[config.mk]
export PLATFORM = sky130hd
export DESIGN_NAME = cbb_rs_multimode
export DESIGN_NICKNAME = d
export VERILOG_FILES = /design/src/rtl/cbb_rs_multimode.sv
export SDC_FILE = /design/constraint.sdc
export NUM_CORES = 1
export LEC_CHECK = 0
export CAP_MARGIN = 20
export CORE_UTILIZATION = 40
export CTS_CLUSTER_DIAMETER = 50
export DETAILED_ROUTE_END_ITERATION = 8
export GPL_ROUTABILITY_DRIVEN = 0
export PLACE_DENSITY = 0.77
export SYNTH_ARGS = -nofsm -noshare
export SYNTH_HDL_FRONTEND = slang
export SYNTH_SLANG_ARGS = --single-unit
[constraint.sdc]
create_clock -name i_clk -period 1.85 [get_ports i_clk]
set_input_delay 0.555 -clock i_clk [delete_from_list [all_inputs] [get_ports i_clk]]
set_output_delay 0.555 -clock i_clk [all_outputs]
set_load 0.005 [all_outputs]
[src/rtl/cbb_rs_multimode.sv]
// cbb_rs_multimode
//   Valid/ready register slice for a point-to-point stream link. P_MODE
//   selects how much of the handshake is registered:
//     0 bypass  : wires only, no state
//     1 forward : registered mst_o_valid/mst_o_data, ready is combinational
//     2 backward: registered slv_o_ready with a one-entry skid buffer
//     3 full    : two-entry circular buffer, every handshake output registered
//   Modes 1-3 add occupancy reporting (o_level) and a synchronous flush.
//
// Ports
//   i_clk        sole clock, rising edge
//   i_rst        asynchronous active-high reset
//   i_flush      synchronous flush, discards all stored beats (modes 1-3)
//   slv_i_valid  upstream beat valid
//   slv_i_data   upstream payload
//   slv_o_ready  slice can accept a beat
//   mst_o_valid  downstream beat valid
//   mst_o_data   downstream payload
//   mst_i_ready  downstream accepts a beat
//   o_level      beats currently stored, 0..2
module cbb_rs_multimode #(
  parameter int P_DATA_WIDTH = 32,
  parameter int P_MODE       = 1
) (
  input  logic                    i_clk,
  input  logic                    i_rst,
  input  logic                    i_flush,
  input  logic                    slv_i_valid,
  input  logic [P_DATA_WIDTH-1:0] slv_i_data,
  output logic                    slv_o_ready,
  output logic                    mst_o_valid,
  output logic [P_DATA_WIDTH-1:0] mst_o_data,
  input  logic                    mst_i_ready,
  output logic [1:0]              o_level
);

  if (P_MODE == 0) begin : g_bypass

    assign mst_o_valid = slv_i_valid;
    assign mst_o_data  = slv_i_data;
    assign slv_o_ready = mst_i_ready;
    assign o_level     = 2'd0;

  end else if (P_MODE == 1) begin : g_forward

    // en_p0 holds slv_o_ready low through reset and releases it on the
    // first edge afterwards.
    logic                    en_p0;
    logic                    vld_p1;
    logic [P_DATA_WIDTH-1:0] data_p1;
    logic                    s_xfer;
    logic                    m_xfer;

    assign mst_o_valid = vld_p1 & ~i_flush;
    assign mst_o_data  = data_p1;
    assign slv_o_ready = en_p0 & ~i_flush & (~vld_p1 | mst_i_ready);
    assign o_level     = {1'b0, vld_p1};

    assign s_xfer = slv_i_valid & slv_o_ready;
    assign m_xfer = mst_o_valid & mst_i_ready;

    always_ff @(posedge i_clk or posedge i_rst) begin
      if (i_rst) begin
        en_p0 <= 1'b0;
      end else begin
        en_p0 <= 1'b1;
      end
    end

    // stage p0 -> p1: output register
    always_ff @(posedge i_clk or posedge i_rst) begin
      if (i_rst) begin
        vld_p1 <= 1'b0;
      end else if (i_flush) begin
        vld_p1 <= 1'b0;
      end else if (s_xfer) begin
        vld_p1 <= 1'b1;
      end else if (m_xfer) begin
        vld_p1 <= 1'b0;
      end
    end

    always_ff @(posedge i_clk or posedge i_rst) begin
      if (i_rst) begin
        data_p1 <= '0;
      end else if (s_xfer) begin
        data_p1 <= slv_i_data;
      end
    end

  end else if (P_MODE == 2) begin : g_backward

    logic                    en_p0;
    logic                    skid_v_p1;
    logic [P_DATA_WIDTH-1:0] skid_data_p1;
    logic                    s_xfer;

    assign slv_o_ready = en_p0 & ~i_flush & ~skid_v_p1;
    assign mst_o_valid = en_p0 & ~i_flush & (slv_i_valid | skid_v_p1);
    // The pass-through leg is masked until the slice leaves reset so the
    // payload reads zero while held in reset.
    assign mst_o_data  = skid_v_p1 ? skid_data_p1
                                   : (en_p0 ? slv_i_data : '0);
    assign o_level     = {1'b0, skid_v_p1};

    assign s_xfer = slv_i_valid & slv_o_ready;

    always_ff @(posedge i_clk or posedge i_rst) begin
      if (i_rst) begin
        en_p0 <= 1'b0;
      end else begin
        en_p0 <= 1'b1;
      end
    end

    // stage p0 -> p1: skid register, filled only when the beat cannot pass
    // straight through; while full the skid is the only output source.
    always_ff @(posedge i_clk or posedge i_rst) begin
      if (i_rst) begin
        skid_v_p1 <= 1'b0;
      end else if (i_flush) begin
        skid_v_p1 <= 1'b0;
      end else if (skid_v_p1) begin
        if (mst_i_ready) begin
          skid_v_p1 <= 1'b0;
        end
      end else if (s_xfer && !mst_i_ready) begin
        skid_v_p1 <= 1'b1;
      end
    end

    always_ff @(posedge i_clk or posedge i_rst) begin
      if (i_rst) begin
        skid_data_p1 <= '0;
      end else if (s_xfer && !mst_i_ready) begin
        skid_data_p1 <= slv_i_data;
      end
    end

  end else if (P_MODE == 3) begin : g_full

    logic                    en_p0;
    logic [P_DATA_WIDTH-1:0] mem_p1 [2];
    logic                    wr_ptr_p1;
    logic                    rd_ptr_p1;
    logic [1:0]              cnt_p1;
    logic                    push;
    logic                    pop;

    // Both handshake outputs decode registered state; the flush gate is the
    // only combinational term.
    assign slv_o_ready = en_p0 & ~i_flush & (cnt_p1 != 2'd2);
    assign mst_o_valid = ~i_flush & (cnt_p1 != 2'd0);
    assign mst_o_data  = mem_p1[rd_ptr_p1];
    assign o_level     = cnt_p1;

    assign push = slv_i_valid & slv_o_ready;
    assign pop  = mst_o_valid & mst_i_ready;

    always_ff @(posedge i_clk or posedge i_rst) begin
      if (i_rst) begin
        en_p0 <= 1'b0;
      end else begin
        en_p0 <= 1'b1;
      end
    end

    // stage p0 -> p1: pointer and occupancy update; push and pop together
    // leave the count unchanged while both pointers advance.
    always_ff @(posedge i_clk or posedge i_rst) begin
      if (i_rst) begin
        wr_ptr_p1 <= 1'b0;
        rd_ptr_p1 <= 1'b0;
        cnt_p1    <= 2'd0;
      end else if (i_flush) begin
        wr_ptr_p1 <= 1'b0;
        rd_ptr_p1 <= 1'b0;
        cnt_p1    <= 2'd0;
      end else begin
        if (push) begin
          wr_ptr_p1 <= ~wr_ptr_p1;
        end
        if (pop) begin
          rd_ptr_p1 <= ~rd_ptr_p1;
        end
        case ({push, pop})
          2'b10:   cnt_p1 <= cnt_p1 + 2'd1;
          2'b01:   cnt_p1 <= cnt_p1 - 2'd1;
          default: cnt_p1 <= cnt_p1;
        endcase
      end
    end

    always_ff @(posedge i_clk or posedge i_rst) begin
      if (i_rst) begin
        mem_p1[0] <= '0;
        mem_p1[1] <= '0;
      end else if (push) begin
        mem_p1[wr_ptr_p1] <= slv_i_data;
      end
    end

  end else begin : g_bad_mode

    $error("cbb_rs_multimode: P_MODE must be 0, 1, 2 or 3");

  end

endmodule

## After elaboration in Yosys (flattened, before gate mapping)

Cells that the tools add are included.

| storage, ports and cells | value |
|---|---|
| output and inout bits | 36 |
| bits in registers | 34 |
| input port bits | 37 |
| word-level logic and storage cells | 15 |

| operators by class | value |
|---|---|
| muxes and demuxes | 3 |
| reductions and logical operators | 1 |
| bitwise operators | 8 |

Operators with widths:

| operator | number |
|---|---|
| 1-bit bitwise AND | 5 |
| 1-bit two-way mux | 3 |
| 3-bit nonzero test | 1 |
| 1-bit inverter | 2 |
| 1-bit bitwise OR | 1 |

## Logic depth before layout (Yosys ltp)

| depth | value |
|---|---|
| word-level depth | 6 |
| depth in mapped cells | 5 |

## Worst setup path after synthesis

No wires, ideal clock.

| timing | value |
|---|---|
| path kind | input -> register |
| from | in mst_i_ready |
| to | reg g_forward.data_p1[0] (netlist: mst_o_data[0]) |
| stages | 5 |
| required time | 1.725 ns |
| setup slack | 0.374 ns |
| path buffers | 2 |
| arrival | 1.350 ns |
| setup time | 0.125 ns |
| cell sequence | nor2b_4 > nand4bb_1 > buf_6 > buf_12 > mux2_4 |

| between the ends | value |
|---|---|
| longest elaborated chain between the ends | 3 |

Ends and longest elaborated chain:

| item | line | RTL |
|---|---|---|
| start: declaration | 33 | `input logic mst_i_ready,` |
| 1-bit bitwise OR | 56 | `assign slv_o_ready = en_p0 & ~i_flush & (~vld_p1 \| mst_i_ready);` |
| 1-bit bitwise AND | 56 |  |
| 1-bit bitwise AND | 59 | `assign s_xfer = slv_i_valid & slv_o_ready;` |
| end signal: assignment | 87 | `data_p1 <= slv_i_data;` |
| end: declaration | 50 | `logic [P_DATA_WIDTH-1:0] data_p1;` |

No other way between the ends.
A chain may end at the register's enable or synchronous reset.

## Worst setup path after layout

| timing | value |
|---|---|
| from | reg g_forward.data_p1[30] (netlist: mst_o_data[30]) |
| to | out mst_o_data[30] |

RTL lines:

| item | line | RTL |
|---|---|---|
| end: declaration | 32 | `output logic [P_DATA_WIDTH-1:0] mst_o_data,` |

No word-level cell between the ends.

==> results by group <==
Global route
  • Initial antenna violation count: 0
  • Number of global-route vias before repair: 983
  • Global Route Usage Sum: 0.165
  • Total gr overflow: 0
  • Pin count of the biggest net entering global routing: 29
  • First-pass GRT wire length: 4880 µm

Flow run
  • Max-Cap Viols: 0

Critical path
  • Worst Path Required: 1.29 ns
  • Setup crit end kind: output port
  • WP buf/inv: 1
  • Crit-path cells: clkdlybuf4s50_1
  • Worst-path maximum fanout: 2
  • CP delay by family, top: buffers and inverters
  • WP data arrival: 1.21 ns
  • CP max stage delay: 0.52 ns
  • CP startpoint kind: register
  • Crit Path Category: reg2out
  • CP max-delay cell: clkdlybuf4s50_1

STA
  • FMAX: 566 MHz
  • Clock skew: 0.0127 ns
  • Period minus WS final: 1.77 ns
  • RSZ-0062 raised after global routing: no
  • Setup-failing EPs final: 0
  • Final Cycle Share: 0.956
  • Setup TNS: 0 ns
  • Fin. Hold Viols: 0
  • Max Slew Vio Count: 0
  • Final worst slack: 0.0822 ns
  • Final hold slack: 0.480 ns

Clock tree
  • Skew-Pair Late Insertion Delay: 0.32 ns
  • Maximum clock insertion buffer count: 2
  • Hold Buf Count CTS: 0
  • Clk Tree Root Cell: clkbuf_4
  • Cts bufs inserted: 5
  • CTS sink count: 34
  • CTS tree: built
  • H-tree levels: 2
  • Clk pin slew, worst setup/hold paths: 0.11 ns

Synth
  • Synthesized flop and latch total: 34
  • YS warnings: 0
  • Post-synthesis average cell area: 18.1 µm²
  • Synth area leaders: dfrtp_1, mux2_4, buf_12, mux2_2, buf_4
  • Dominant synthesized flop cell: dfrtp_1
  • Cells after Synth: 81
  • Sequential fraction of the synthesis area: 0.580
  • Share of the synthesized area in the top cell type: 0.580
  • Synth Net Count: 118
  • Post-synthesis async set-or-reset flop share: 1.00
  • Yosys cell types: 13
  • Post-synth top cells: dfrtp_1, mux2_4, buf_12, mux2_2
  • EDFF count, synth: 0
  • Biggest area consumer among synthesized cells: dfrtp_1
  • Synthesized cell area: 1470 µm²
  • Most common cell in the netlist: dfrtp_1

Drt
  • Vias: 918
  • TritonRoute pass-1 iters: 4
  • Detail-routed net length per standard cell: 14.6 µm
  • Number of remaining DRC errors: 0
  • 1st-iter DRT viols: 19
  • Vias/cell: 4.52
  • Post-route ant nets: 0
  • Detailed Route WL: 2950 µm

Layout
  • Final cell count without fillers: 203
  • P&R area growth vs syn: 54.7%
  • Antenna Cells: 0
  • Share of cells above drive strength 1: 0.299
  • Nets@finish: 193
  • Layout Cell Area excl Fill: 2270 µm²
  • Final core utilization: 0.664

Pwr
  • Total design power: 2.14 mW
  • Leakage Power: 1.09 nW
  • Flop pwr share: 0.453
  • Comb power frac: 0.306
  • Sw power: 0.478 mW
  • Clk network pwr share: 0.241
  • Power Dens Cells: 945 nW/µm²
  • Switching fraction of total power: 0.223
  • Worst vdd ir: 0.474 mV
  • P_int: 1.67 mW

Die
  • Starting Density: 0.429
  • Die H: 62.5 µm
  • Top Ports: 73
  • Core ar.: 3420 µm²
  • # rows: 21
  • Chip width: 62.5 µm
  • Die Area: 3910 µm²

Placed design
  • Area after DPL: 2200 µm²
  • PortBufs: 71
  • Post-DP HPWL: 2170 µm
  • Dpl ws: -0.521 ns
  • Placed cell count: 195

Hold path
  • Worst min path class: in2async

Outcome
  • Status: completed
-- final timing paths --
path,from,endpoint,slack [ns],cells past startpoint
worst min-delay path,i_rst,mst_o_data[9],0.48,2
min in group i_clk,mst_o_data[14],mst_o_data[14],0.51,1
worst max-delay path,mst_o_data[30],mst_o_data[30],0.08,1
max in group asynchronous,i_rst,mst_o_data[14],0.94,3
worst max register to register,g_forward.vld_p1,mst_o_data[18],0.34,4
worst min register to register,mst_o_data[14],mst_o_data[14],0.51,1
-- power groups by stage --
stage	Combinational, mW	Clock, mW	Sequential [mW]
floorplan	0.252	0	0.989
global placement	0.656	0	0.975
detailed placement	0.667	0	0.983
CTS	0.668	0.531	0.972
global route	0.700	0.579	0.990
finish	0.657	0.516	0.971
-- what timing repair did --
item | 4_1_cts | 5_1_grt
setup endpoints to repair | 2 | 2
gates resized for setup | 8 | 2
buffers inserted | 0 | 0
hold endpoints to repair | 0 | 0
-- registers in the layout (all words and copies together) (netlist names) --
register,flops
mst_o_data,32
g_forward.en_p0,1
g_forward.vld_p1,1
-- metal layers --
metal	global-route usage	up-vias	wire (µm)
met1	0.181	457	1190
met2	0.287	37	1560
met5	0	-	0
met3	0.0620	4	161
met4	0.0640	0	49
li1	-	420	-
-- cells in the final DEF, fill, tap and decap left out, types with 2 or more instances in the layout --
| cell type | count |
|---|---|
| dfrtp_1 | 34 |
| conb_1 | 2 |
| mux2_2 | 3 |
| dlygate4sd2_1 | 2 |
| mux2_4 | 29 |
| clkbuf_4 | 5 |
| inv_1 | 2 |
| clkinv_2 | 2 |
| clkdlybuf4s50_1 | 66 |
| buf_12 | 2 |
-- area by class of cell --
| type | instances | area [µm²] |
|---|---|---|
| flip-flops and latches | 34 | 851 |
| clock buffers | 5 | 37.5 |
| repair buffers | 74 | 748 |
| fillers | 261 | 1150 |
| well taps | 46 | 57.6 |
| clock inverters | 3 | 40.0 |
| multi-input cells | 39 | 527 |
| inverters | 2 | 7.51 |
-- cells by family (layout without fill, tap and decap cells) --
kind of cell           Yosys count  in the layout  share of synthesized area
AO/OA/AOI/OAI                    1              1                    0.00341
buffers and inverters            8             84                     0.0640
flip-flops                      34             34                      0.580
multiplexers                    32             32                      0.320
other                            2              2                    0.00512
AND/OR/NAND/NOR                  4              4                     0.0273
No activity file was read; power rests on OpenSTA's default activity.
